### src/rtl/insn_loader.sv
// Instruction-memory loader: assembles a little-endian byte stream (word count, then words)
// into 32-bit imem writes starting at BASE_ADDR, then raises run.
module insn_loader #(
  parameter logic [31:0] BASE_ADDR = 32'h8000_0000,
  parameter int          MAX_WORDS = 4096
) (
  input  logic        clk,
  input  logic        reset_n,
  input  logic        reload,
  input  logic        in_valid,
  input  logic [7:0]  in_data,
  output logic        in_ready,
  output logic [31:0] insn_addr,
  output logic [31:0] insn_din,
  output logic        insn_we,
  output logic        run,
  output logic        busy,
  output logic        err,
  output logic [31:0] words_loaded
);

  localparam logic [31:0] MAX_N = 32'(MAX_WORDS);

  typedef enum logic [1:0] {HDR, DATA, DONE, ERR} state_t;

  state_t      state;
  logic [1:0]  byte_cnt;
  logic [23:0] partial;
  logic [31:0] n_words;
  logic [31:0] word;
  logic        accept;

  assign in_ready = (state == HDR) || (state == DATA);
  // reload wins over a byte offered in the same cycle
  assign accept   = in_valid && in_ready && !reload;
  assign word     = {in_data, partial};
  assign busy     = (state == DATA) || ((state == HDR) && (byte_cnt != 2'd0));

  always_ff @(posedge clk or negedge reset_n) begin
    if (!reset_n) begin
      state        <= HDR;
      byte_cnt     <= 2'd0;
      partial      <= '0;
      n_words      <= '0;
      insn_we      <= 1'b0;
      insn_addr    <= '0;
      insn_din     <= '0;
      run          <= 1'b0;
      err          <= 1'b0;
      words_loaded <= '0;
    end else begin
      insn_we <= 1'b0;
      // run lags DONE entry by a cycle so it rises after the final write pulse
      run     <= (state == DONE);
      if (reload) begin
        state        <= HDR;
        byte_cnt     <= 2'd0;
        partial      <= '0;
        n_words      <= '0;
        run          <= 1'b0;
        err          <= 1'b0;
        words_loaded <= '0;
      end else if (accept) begin
        byte_cnt <= byte_cnt + 2'd1;
        case (byte_cnt)
          2'd0:    partial[7:0]   <= in_data;
          2'd1:    partial[15:8]  <= in_data;
          2'd2:    partial[23:16] <= in_data;
          default: ;
        endcase
        if (byte_cnt == 2'd3) begin
          if (state == HDR) begin
            n_words <= word;
            if (word == 32'd0) begin
              state <= DONE;
            end else if (word > MAX_N) begin
              state <= ERR;
              err   <= 1'b1;
            end else begin
              state <= DATA;
            end
          end else begin
            // words_loaded equals the index of the word being completed
            insn_we      <= 1'b1;
            insn_din     <= word;
            insn_addr    <= BASE_ADDR + {words_loaded[29:0], 2'b00};
            words_loaded <= words_loaded + 32'd1;
            if (words_loaded + 32'd1 == n_words) state <= DONE;
          end
        end
      end
    end
  end

endmodule

### config.mk
export PLATFORM = sky130hd
export DESIGN_NAME = insn_loader
export DESIGN_NICKNAME = d
export VERILOG_FILES = /design/src/rtl/insn_loader.sv
export SDC_FILE = /design/constraint.sdc
export NUM_CORES = 1
export LEC_CHECK = 0
export CAP_MARGIN = 5
export CORE_ASPECT_RATIO = 0.6
export CORE_MARGIN = 1.5
export CORE_UTILIZATION = 50
export DETAILED_ROUTE_END_ITERATION = 8
export MAX_ROUTING_LAYER = met4
export PLACE_DENSITY = 0.74
export SYNTH_ARGS = -nofsm -noshare
export SYNTH_HDL_FRONTEND = slang
export SYNTH_SLANG_ARGS = --single-unit
### constraint.sdc
create_clock -name clk -period 6 [get_ports clk]
set_input_delay 0.9 -clock clk [delete_from_list [all_inputs] [get_ports clk]]
set_output_delay 0.9 -clock clk [all_outputs]
set_load 0.02 [all_outputs]
==> results.json <==
{
  "critPathCaptureType": "flop",
  "final_cell_count_no_fill": 1087,
  "min_period_ns": 3.531,
  "postSynthCellCount": 797,
  "worst_hold_slack_ns": 0.4875,
  "yosys-top-cells-area": "dfrtp_1, mux2_2, nand2_1, a21oi_1, xnor2_1",
  "gpl.final_weighted_congestion": 0.9307,
  "vertical_die_dimension_um": 99.92,
  "post_placement_cell_area_um2": 8931,
  "fmax_mhz": 283.2,
  "detailedRoute.firstIterationViolations": 692,
  "synthArstFlopShare": 1.000,
  "tns_ns": 0,
  "place.port_buffers": 110,
  "timing.critical_path.from_type": "flop",
  "rr_worst_depth": 8,
  "die-area_um2": 16440,
  "cts_root_buf": "clkbuf_16",
  "ctsResizeCount": 0,
  "synth_top_area_frac": 0.5019,
  "antenna_violating_nets_post_route": 0,
  "criticalPathCategory": "flop to flop",
  "setup_viol_count_final": 0,
  "cts_max_path_buffers": 2,
  "status": "finished clean",
  "cts_hold_buf": 0,
  "layout-drive-gt1-share": 0.1210,
  "layout_commonest_cell": "dfrtp_1",
  "initial_utilization": 0.5107,
  "netlist_area_um2": 7828,
  "maxSlewViolCount": 0,
  "clock-sinks": 157,
  "min-delay-path-class": "flop to flop",
  "gr-total-overflow": 0,
  "place.detailed.instances": 1056,
  "synth_enable_flop_cells": 0,
  "synthesis.yosys.warnings": 0,
  "cap_viol_max_count": 0,
  "critPathRequiredTime_ns": 6.27,
  "wire_length_of_the_first_global_routing_pass_um": 32760,
  "layout.nets": 889,
  "hpwlAfterDp_um": 14020,
  "syn_area_per_cell_um2": 9.821,
  "layout.cells.most_common_list": "dfrtp_1, nand2_1, clkdlybuf4s50_1",
  "floorplan.core_area_um2": 15330,
  "tritoncts_clock_tree": "built",
  "cts_htree_levels": 4,
  "number_of_global_route_vias_before_repair": 5885,
  "routedWlPerCell_um": 18.59,
  "area_of_all_placed_cells_without_fillers_um2": 9488,
  "antenna_found_initial": 0,
  "p_leak_nw": 3.953,
  "grt_total_usage": 0.2673,
  "die_w_um": 164.5,
  "grt_start_max_net_pins": 99,
  "postLayoutCoreUtil": 0.6190,
  "ir_drop_v": 0.0001844,
  "rsz_0062_raised_after_global_routing": "false",
  "postSynth.topFlopCell": "dfrtp_1",
  "timing.reg2reg.setup_slack_ns": 2.47,
  "cp-endpoint": "state[0]$_DFFE_PN0P_",
  "syn_to_final_growth_pct": 21.21,
  "seq_area_frac_synth": 0.5019,
  "worst-endpoint-arrival_ns": 3.80,
  "reg2reg_from": "words_loaded[2]$_DFFE_PN0P_",
  "critical_path.reg2reg.endpoint": "state[0]$_DFFE_PN0P_",
  "worst-path-max-fanout": 19,
  "synth.lib_cells_used.distinct": 67,
  "layout.filler_cells": 1334,
  "floorplan.rows": 35,
  "synth_largest_area_cell": "dfrtp_1",
  "slew_headroom": 0.2399,
  "clock_skew_ns": 0.009637,
  "wl_um": 20210,
  "drcViolationCount": 0,
  "post_cts.repair.setup_buffers": 0,
  "numCtsBuffers": 17,
  "worst_skew_pair.late_latency_ns": 0.43,
  "num_vias": 6440,
  "firstDrtPassIters": 5,
  "final_number_of_hold_violating_endpoints": 0,
  "critical_path.startpoint": "words_loaded[2]$_DFFE_PN0P_",
  "count_of_state_elements_after_synthesis": 157,
  "io-pin-count": 113,
  "power.density_nw_per_um2": 235.2,
  "cts.clk_slew.worst_paths_ns": 0.06,
  "antennaDiodeCount": 0,
  "timing_worst_slew_pin_value_ns": 1.140,
  "finalCritPeriodShare": 0.5886,
  "via_per_inst": 5.925
}
[worst min-delay path by stage]
stage	start	cells after the start	endpoint
after floorplan	state[0]$_DFFE_PN0P_	1	run$_DFF_PN0_
after global placement	insn_addr[7]$_DFFE_PN0P_	2	insn_addr[7]$_DFFE_PN0P_
after detailed placement	insn_din[12]$_DFFE_PN0P_	2	insn_din[12]$_DFFE_PN0P_
after CTS	insn_din[12]$_DFFE_PN0P_	2	insn_din[12]$_DFFE_PN0P_
after global routing	insn_addr[31]$_DFFE_PN0P_	2	insn_addr[31]$_DFFE_PN0P_
final	insn_addr[31]$_DFFE_PN0P_	2	insn_addr[31]$_DFFE_PN0P_
[state kept, by name, indices dropped and copies added (netlist names)]
register,cells
partial,24
insn_din,32
n_words,32
insn_we,1
words_loaded,32
byte_cnt,2
err,1
insn_addr,30
run,1
state,2
[through the flow]
stage	worst slack, ns	total power, mW
global placement	2.332	1.210
CTS	2.494	2.245
global route	2.261	2.306
finish	2.469	2.232
detailed placement	2.287	1.212
floorplan	3.045	1.155
[logic make-up after synthesis]
logic type / count (synthesis) / share of synthesized area
other cells: 1 / 0.0004791
fa+ha+maj: 5 / 0.007992
xor+xnor: 53 / 0.05930
mux: 61 / 0.08728
buf+inv: 74 / 0.04492
compound gates: 125 / 0.09511
simple gates: 321 / 0.2030
flops: 157 / 0.5019
[power by group]
| group | leakage [nW] | internal, mW | switching (mW) |
|---|---|---|---|
| combinational | 1.51 | 0.0319 | 0.0783 |
| sequential | 2.19 | 1.07 | 0.0139 |
| clock | 0.257 | 0.612 | 0.426 |
[cells in the mapped netlist (all sizes together) (16+ instances only)]
master  count
dfrtp     157
xor2       21
o21ai      20
nand3      37
a21oi      71
mux2       58
buf        17
clkbuf     43
xnor2      32
nor2       43
nor4       23
nand2     131
nor3       16
nand4      19
[layout make-up]
class                   count  area (um^2)  share of cell area
clock inverters             9        112.6             0.01187
inverters                  14        52.55            0.005539
well taps                 203        254.0             0.02677
clock buffers              22        444.2             0.04682
repair buffers            115         1135              0.1196
multi-input cells         567         3561              0.3753
flip-flops and latches    157         3929              0.4141
[per-layer routing]
layer | wire, um | share of wire | track usage
met5 | 0 | 0 | -
met4 | 121 | 0.0060 | 0.05405
met3 | 1724 | 0.085 | 0.04793
met2 | 8547 | 0.42 | 0.3630
met1 | 9817 | 0.49 | 0.4144
[critical path, cell delays in order, from the launching register on]
cell       delay (ns)
dfrtp_1          0.59
nand3_1          0.43
or3_1            0.78
or4_1            0.58
o31ai_1          0.10
o2111ai_1        0.17
o41a_1           0.44
a41oi_1          0.16
o311ai_1         0.12
(Power assumes the default switching activity.)
